<file path="src/rtl/tankbatt_rom_pkg.sv">
// rtl/tankbatt_rom_pkg.sv - shared loader state encoding and ROM region map
package tankbatt_rom_pkg;

   typedef enum logic [1:0] {
      ST_IDLE   = 2'd0,
      ST_LOAD   = 2'd1,
      ST_SETTLE = 2'd2,
      ST_RUN    = 2'd3
   } load_state_t;

   // Region base addresses within the downloaded image; each region ends
   // one byte below the next base, the last one ends at PROM_LIMIT.
   localparam logic [24:0] PRG0_BASE  = 25'h0000000;
   localparam logic [24:0] PRG1_BASE  = 25'h0000800;
   localparam logic [24:0] PRG2_BASE  = 25'h0001000;
   localparam logic [24:0] PRG3_BASE  = 25'h0001800;
   localparam logic [24:0] CHR_BASE   = 25'h0002000;
   localparam logic [24:0] PROM_BASE  = 25'h0002800;
   localparam logic [24:0] PROM_LIMIT = 25'h00028FF;

   // Bit positions within the one-hot region vector.
   localparam int RGN_PRG0  = 0;
   localparam int RGN_PRG1  = 1;
   localparam int RGN_PRG2  = 2;
   localparam int RGN_PRG3  = 3;
   localparam int RGN_CHR   = 4;
   localparam int RGN_PROM  = 5;
   localparam int RGN_COUNT = 6;

endpackage

</file>
<file path="src/rtl/rom_region_decode.sv">
// rtl/rom_region_decode.sv - maps a download byte address to its target ROM
module rom_region_decode
   import tankbatt_rom_pkg::*;
(
   input  logic [24:0]          addr,
   output logic [RGN_COUNT-1:0] region_oh,
   output logic                 out_of_range
);

   // Priority compare from the top of the map down; anything past the
   // colour PROM belongs to no ROM.
   always_comb begin
      region_oh    = '0;
      out_of_range = 1'b0;
      if (addr > PROM_LIMIT)
         out_of_range = 1'b1;
      else if (addr >= PROM_BASE)
         region_oh[RGN_PROM] = 1'b1;
      else if (addr >= CHR_BASE)
         region_oh[RGN_CHR] = 1'b1;
      else if (addr >= PRG3_BASE)
         region_oh[RGN_PRG3] = 1'b1;
      else if (addr >= PRG2_BASE)
         region_oh[RGN_PRG2] = 1'b1;
      else if (addr >= PRG1_BASE)
         region_oh[RGN_PRG1] = 1'b1;
      else
         region_oh[RGN_PRG0] = 1'b1;
   end

endmodule

</file>
<file path="src/rtl/rom_loader.sv">
// rtl/rom_loader.sv - routes an ioctl ROM download into the game ROMs and holds cpu reset
module rom_loader #(
   parameter int          SETTLE_CYCLES = 16,
   parameter logic [7:0]  ROM_INDEX     = 8'h00
) (
   input  logic        clk,
   input  logic        reset,
   input  logic        ioctl_download,
   input  logic [7:0]  ioctl_index,
   input  logic        ioctl_wr,
   input  logic [24:0] ioctl_addr,
   input  logic [7:0]  ioctl_dout,
   output logic [3:0]  prg_we,
   output logic        chr_we,
   output logic        prom_we,
   output logic [10:0] load_addr,
   output logic [7:0]  load_data,
   output logic        cpu_reset,
   output logic        rom_loaded,
   output logic        oversize,
   output logic [15:0] byte_count
);

   import tankbatt_rom_pkg::*;

   localparam logic [31:0] SETTLE_LAST =
      (SETTLE_CYCLES > 0) ? 32'(SETTLE_CYCLES - 1) : 32'd0;

   load_state_t          state, next_state;
   logic                 dl_match, dl_match_prev, dl_rise;
   logic                 write_accept, load_entry, settle_done;
   logic [31:0]          settle_cnt;
   logic [RGN_COUNT-1:0] region_oh;
   logic                 out_of_range;

   // Only sessions carrying our index count; others are invisible here.
   assign dl_match     = ioctl_download && (ioctl_index == ROM_INDEX);
   assign dl_rise      = dl_match && !dl_match_prev;
   assign write_accept = (state == ST_LOAD) && ioctl_wr && (ioctl_index == ROM_INDEX);
   assign load_entry   = (state != ST_LOAD) && (next_state == ST_LOAD);
   assign settle_done  = (settle_cnt >= SETTLE_LAST);

   rom_region_decode u_decode (
      .addr         (ioctl_addr),
      .region_oh    (region_oh),
      .out_of_range (out_of_range)
   );

   // State register plus the matching-download history used for edge detect.
   always_ff @(posedge clk) begin
      if (reset) begin
         state         <= ST_IDLE;
         dl_match_prev <= 1'b0;
      end else begin
         state         <= next_state;
         dl_match_prev <= dl_match;
      end
   end

   // Next state and state-derived outputs; a new matching session restarts loading.
   always_comb begin
      next_state = state;
      cpu_reset  = 1'b1;
      rom_loaded = 1'b0;
      case (state)
         ST_IDLE:   if (dl_match) next_state = ST_LOAD;
         ST_LOAD:   if (!ioctl_download) next_state = ST_SETTLE;
         ST_SETTLE: begin
            if (dl_rise)          next_state = ST_LOAD;
            else if (settle_done) next_state = ST_RUN;
         end
         ST_RUN: begin
            cpu_reset  = 1'b0;
            rom_loaded = 1'b1;
            if (dl_rise) next_state = ST_LOAD;
         end
         default:   next_state = ST_IDLE;
      endcase
   end

   // Settle timer runs only while staying in SETTLE and restarts on every entry.
   always_ff @(posedge clk) begin
      if (reset || state != ST_SETTLE || next_state != ST_SETTLE)
         settle_cnt <= '0;
      else
         settle_cnt <= settle_cnt + 32'd1;
   end

   // Register each accepted byte and pulse its ROM enable for one cycle.
   always_ff @(posedge clk) begin
      if (reset) begin
         prg_we     <= '0;
         chr_we     <= 1'b0;
         prom_we    <= 1'b0;
         load_addr  <= '0;
         load_data  <= '0;
         oversize   <= 1'b0;
         byte_count <= '0;
      end else begin
         prg_we  <= '0;
         chr_we  <= 1'b0;
         prom_we <= 1'b0;
         if (load_entry) begin
            oversize   <= 1'b0;
            byte_count <= '0;
         end
         if (write_accept) begin
            load_addr <= ioctl_addr[10:0];
            load_data <= ioctl_dout;
            if (out_of_range) begin
               oversize <= 1'b1;
            end else begin
               prg_we  <= region_oh[RGN_PRG3:RGN_PRG0];
               chr_we  <= region_oh[RGN_CHR];
               prom_we <= region_oh[RGN_PROM];
               if (byte_count != 16'hFFFF)
                  byte_count <= byte_count + 16'd1;
            end
         end
      end
   end

endmodule

</file>
<file path="config.mk">
export PLATFORM = sky130hd
export DESIGN_NAME = rom_loader
export DESIGN_NICKNAME = d
export VERILOG_FILES = /design/src/rtl/tankbatt_rom_pkg.sv /design/src/rtl/rom_region_decode.sv /design/src/rtl/rom_loader.sv
export SDC_FILE = /design/constraint.sdc
export NUM_CORES = 1
export LEC_CHECK = 0
export ABC_AREA = 0
export ABC_CLOCK_PERIOD_IN_PS = 2600
export CAP_MARGIN = 5
export CORE_UTILIZATION = 28
export DETAILED_ROUTE_END_ITERATION = 7
export GPL_TIMING_DRIVEN = 0
export SKIP_CTS_REPAIR_TIMING = 1
export SLEW_MARGIN = 25
export SYNTH_ARGS = -nofsm -noshare
export SYNTH_HDL_FRONTEND = slang
export SYNTH_SLANG_ARGS = --single-unit
</file>
<file path="constraint.sdc">
create_clock -name clk -period 2.6 [get_ports clk]
set_clock_uncertainty 0.2 [all_clocks]
set_input_delay 0.52 -clock clk [delete_from_list [all_inputs] [get_ports clk]]
set_output_delay 0.52 -clock clk [all_outputs]
set_load 0.01 [all_outputs]
</file>
==> results.py <==
metrics = {
    "outcome": {
        "status": "finished clean",
    },
    "floorplanning": {
        "dieHeight_um": 103,
        "dieArea_mm2": 0.0105,
        "fp.coreArea_mm2": 0.00982,
        "io_pins": 89,
        "die-width_um": 103,
        "initial_core_util_pct": 28.9,
        "num_rows": 36,
    },
    "drt": {
        "via_count": 2676,
        "drt_iter0_drc": 67,
        "routed_wl_mm": 7.37,
        "first_pass_iters": 4,
        "drc": 0,
        "ant_nets": 0,
        "viasPerCell": 4.59,
        "wl_per_cell_um": 12.6,
    },
    "setup_path": {
        "path_cells": "clkdlybuf4s50_1 > nor4_1 > nor2_1 > or4_4 > buf_6 > or3_1 > a31oi_1",
        "slowest_stage": "or4_4",
        "critPathCaptureType": "flop",
        "reg2reg_depth": 6,
        "crit_type": "in2reg",
        "reg2reg_to": "byte_count[12]$_SDFF_PP0_",
        "cp_max_fo": 10,
        "regToRegSetupSlack_ns": 0.27,
        "slowest_delay_ns": 0.55,
        "cp-startpoint": "ioctl_addr[8]",
        "start_kind": "primary input",
        "worst_ep_arrival_time_ns": 2.54,
        "worstPathRequired_ns": 2.68,
        "r2r_start": "byte_count[0]$_SDFF_PP0_",
        "crit_end": "byte_count[8]$_SDFF_PP0_",
    },
    "global_route": {
        "grtUsageTotal_pct": 13.2,
        "antenna_found_initial": 0,
        "grt_pass1_vias": 2326,
        "grt_overflow": 0,
        "grt_max_degree": 16,
        "grt_pass1_wl_mm": 10.7,
    },
    "layout": {
        "drive_gt1_share_pct": 8.89,
        "final_common_cell": "dfxtp_1",
        "final_cell_mix": "dfxtp_1, clkdlybuf4s50_1, nand2_1",
        "fin_cells": 583,
        "design_area_mm2": 0.00436,
        "n_antenna_cell": 0,
        "final_util_pct": 44.4,
        "area_growth_pct": 53.5,
        "nNetsFinal": 492,
    },
    "cts": {
        "htree_levels": 3,
        "cts_buffer_depth": 2,
        "cts_made_buffers": 9,
        "cts_root_buf": "clkbuf_8",
        "clk-insertion-delay-late_ns": 0.35,
        "cts_tree": "done",
        "cts_sinks": 77,
        "clk_pin_slew_ns": 0.08,
    },
    "yosys": {
        "ys_seq_elements": 77,
        "syn_inst": 309,
        "yosys_warnings": 0,
        "synth_area_per_cell_um2": 9.19,
        "ys_seq_area_share_pct": 54.3,
        "yosys.cell_types.count": 42,
        "syn_area_mm2": 0.00284,
    },
    "timing": {
        "tightest_slew_ns": 0.525,
        "setup_tns_ns": 0,
        "fin_crit_ns": 2.46,
        "setup_ws_ns": 0.142,
        "slew_headroom_pct": 65.0,
        "setup_viol": 0,
        "hold_violations": 0,
        "fin_crit_sh_pct": 94.5,
        "max_freq_ghz": 0.407,
        "grt_setup_unrepaired": "false",
        "slew_violations": 0,
    },
    "placed_design": {
        "gp_congestion": 0.750,
        "placed_cell_area_mm2": 0.00398,
        "place_ws_ns": -1.06,
        "placedCellCount": 556,
        "dp_hpwl_mm": 5.21,
        "io_buffers": 87,
    },
    "worst_hold_path": {
        "hp-start": "load_addr[2]$_SDFFE_PP0P_",
        "hold_class": "reg2reg",
        "hold-path-cell-count": 2,
    },
    "power": {
        "p_leak_nw": 1.67,
        "cellPowerDensity_mw_per_mm2": 517,
        "peakVddDrop_mv": 0.211,
    },
    "job": {
        "drv_cap": 0,
    },
}
[synthesized netlist by cell type]
cell	instances	area share (%)
o31ai_1	1	0.26
o21a_1	1	0.26
nor4_1	12	2.6
nand3_1	13	2.3
o32ai_1	1	0.31
nand2_1	46	6.1
clkbuf_1	11	1.5
conb_1	1	0.13
xor2_1	1	0.31
a21oi_1	27	4.8
a21o_1	1	0.26
o21ai_0	9	1.6
and3_1	7	1.5
o211ai_1	8	2.1
nand4_1	8	1.8
and2_1	4	0.88
nor4_4	2	1.5
or4_4	1	0.40
nor2b_1	2	0.44
o2111ai_1	7	2.2
buf_6	1	0.40
or4_1	1	0.26
nand2b_1	3	0.66
a211o_1	2	0.62
nor3_1	8	1.4
a31oi_1	3	0.66
buf_1	1	0.13
or2_2	1	0.22
xnor2_1	3	0.93
dfxtp_1	77	54
and4_1	3	0.93
or3_1	3	0.66
mux2i_1	1	0.35
nor3b_1	3	0.79
o31a_1	1	0.31
a2bb2oi_1	1	0.31
inv_1	13	1.7
nor4b_1	1	0.31
a41oi_1	1	0.31
ha_1	2	0.88
and4b_1	2	0.71
nor2_1	15	2.0
[flip-flops by register name, indices dropped and copies added, names as in the netlist]
signal / cells
prom_we: 1
load_data: 8
prg_we: 4
chr_we: 1
byte_count: 16
load_addr: 11
state: 2
settle_cnt: 32
oversize: 1
dl_match_prev: 1
[logic make-up (layout without fill, tap and decap cells)]
kind of cell / count (synthesis) / count (layout) / share of synthesized area [%]
AND/OR/NAND/NOR: 135 / 135 / 25.5
adder cells (fa/ha/maj): 2 / 2 / 0.881
AO/OA/AOI/OAI: 63 / 63 / 13.9
multiplexers: 1 / 1 / 0.353
other: 1 / 28 / 0.132
buffers and inverters: 26 / 140 / 3.70
flip-flops: 77 / 77 / 54.3
XOR/XNOR: 4 / 4 / 1.23
[cell type report]
cell class / count / area, µm²
sequential: 77 / 1540
multi-input combinational: 233 / 1350
buffer: 13 / 57.6
clock inverter: 7 / 80.1
timing repair buffer: 98 / 993
clock buffer: 9 / 124
fill: 986 / 5460
tap: 133 / 166
inverter: 13 / 48.8
[stage by stage]
step,total power [mW],hold WS [ns]
CTS,2.27,0.256
global route,2.33,0.281
floorplan,1.26,0.218
finish,2.25,0.257
global placement,1.34,0.229
detailed placement,1.34,0.243
[report_power, final]
part | internal, mW | switching [mW]
combinational | 0.0697 | 0.0516
sequential | 1.20 | 0.00571
clock | 0.458 | 0.468
total | 1.73 | 0.525
[critical path: cells and delay by family]
kind	cells	cell delay (ns)
and+or+nand+nor	4	1.28
buffers and inverters	2	0.60
AOI/OAI and AO/OA	1	0.13
[worst min-delay path by stage]
stage / to
3_3_place_gp: settle_cnt[0]$_SDFF_PP0_
5_1_grt: load_addr[9]$_SDFFE_PP0P_
2_1_floorplan: settle_cnt[0]$_SDFF_PP0_
3_5_place_dp: settle_cnt[0]$_SDFF_PP0_
4_1_cts: settle_cnt[0]$_SDFF_PP0_
6_report: load_addr[2]$_SDFFE_PP0P_
[metal layers]
layer  track usage [%]  part of all wire [%]  vias up
met1              15.6                    43     1236
met4              5.82                   1.8        0
met5                 0                     0        -
met3              4.47                   7.8       12
met2              21.8                    47       76
li1                  -                     -     1352
No activity file was read; power rests on OpenSTA's default activity.
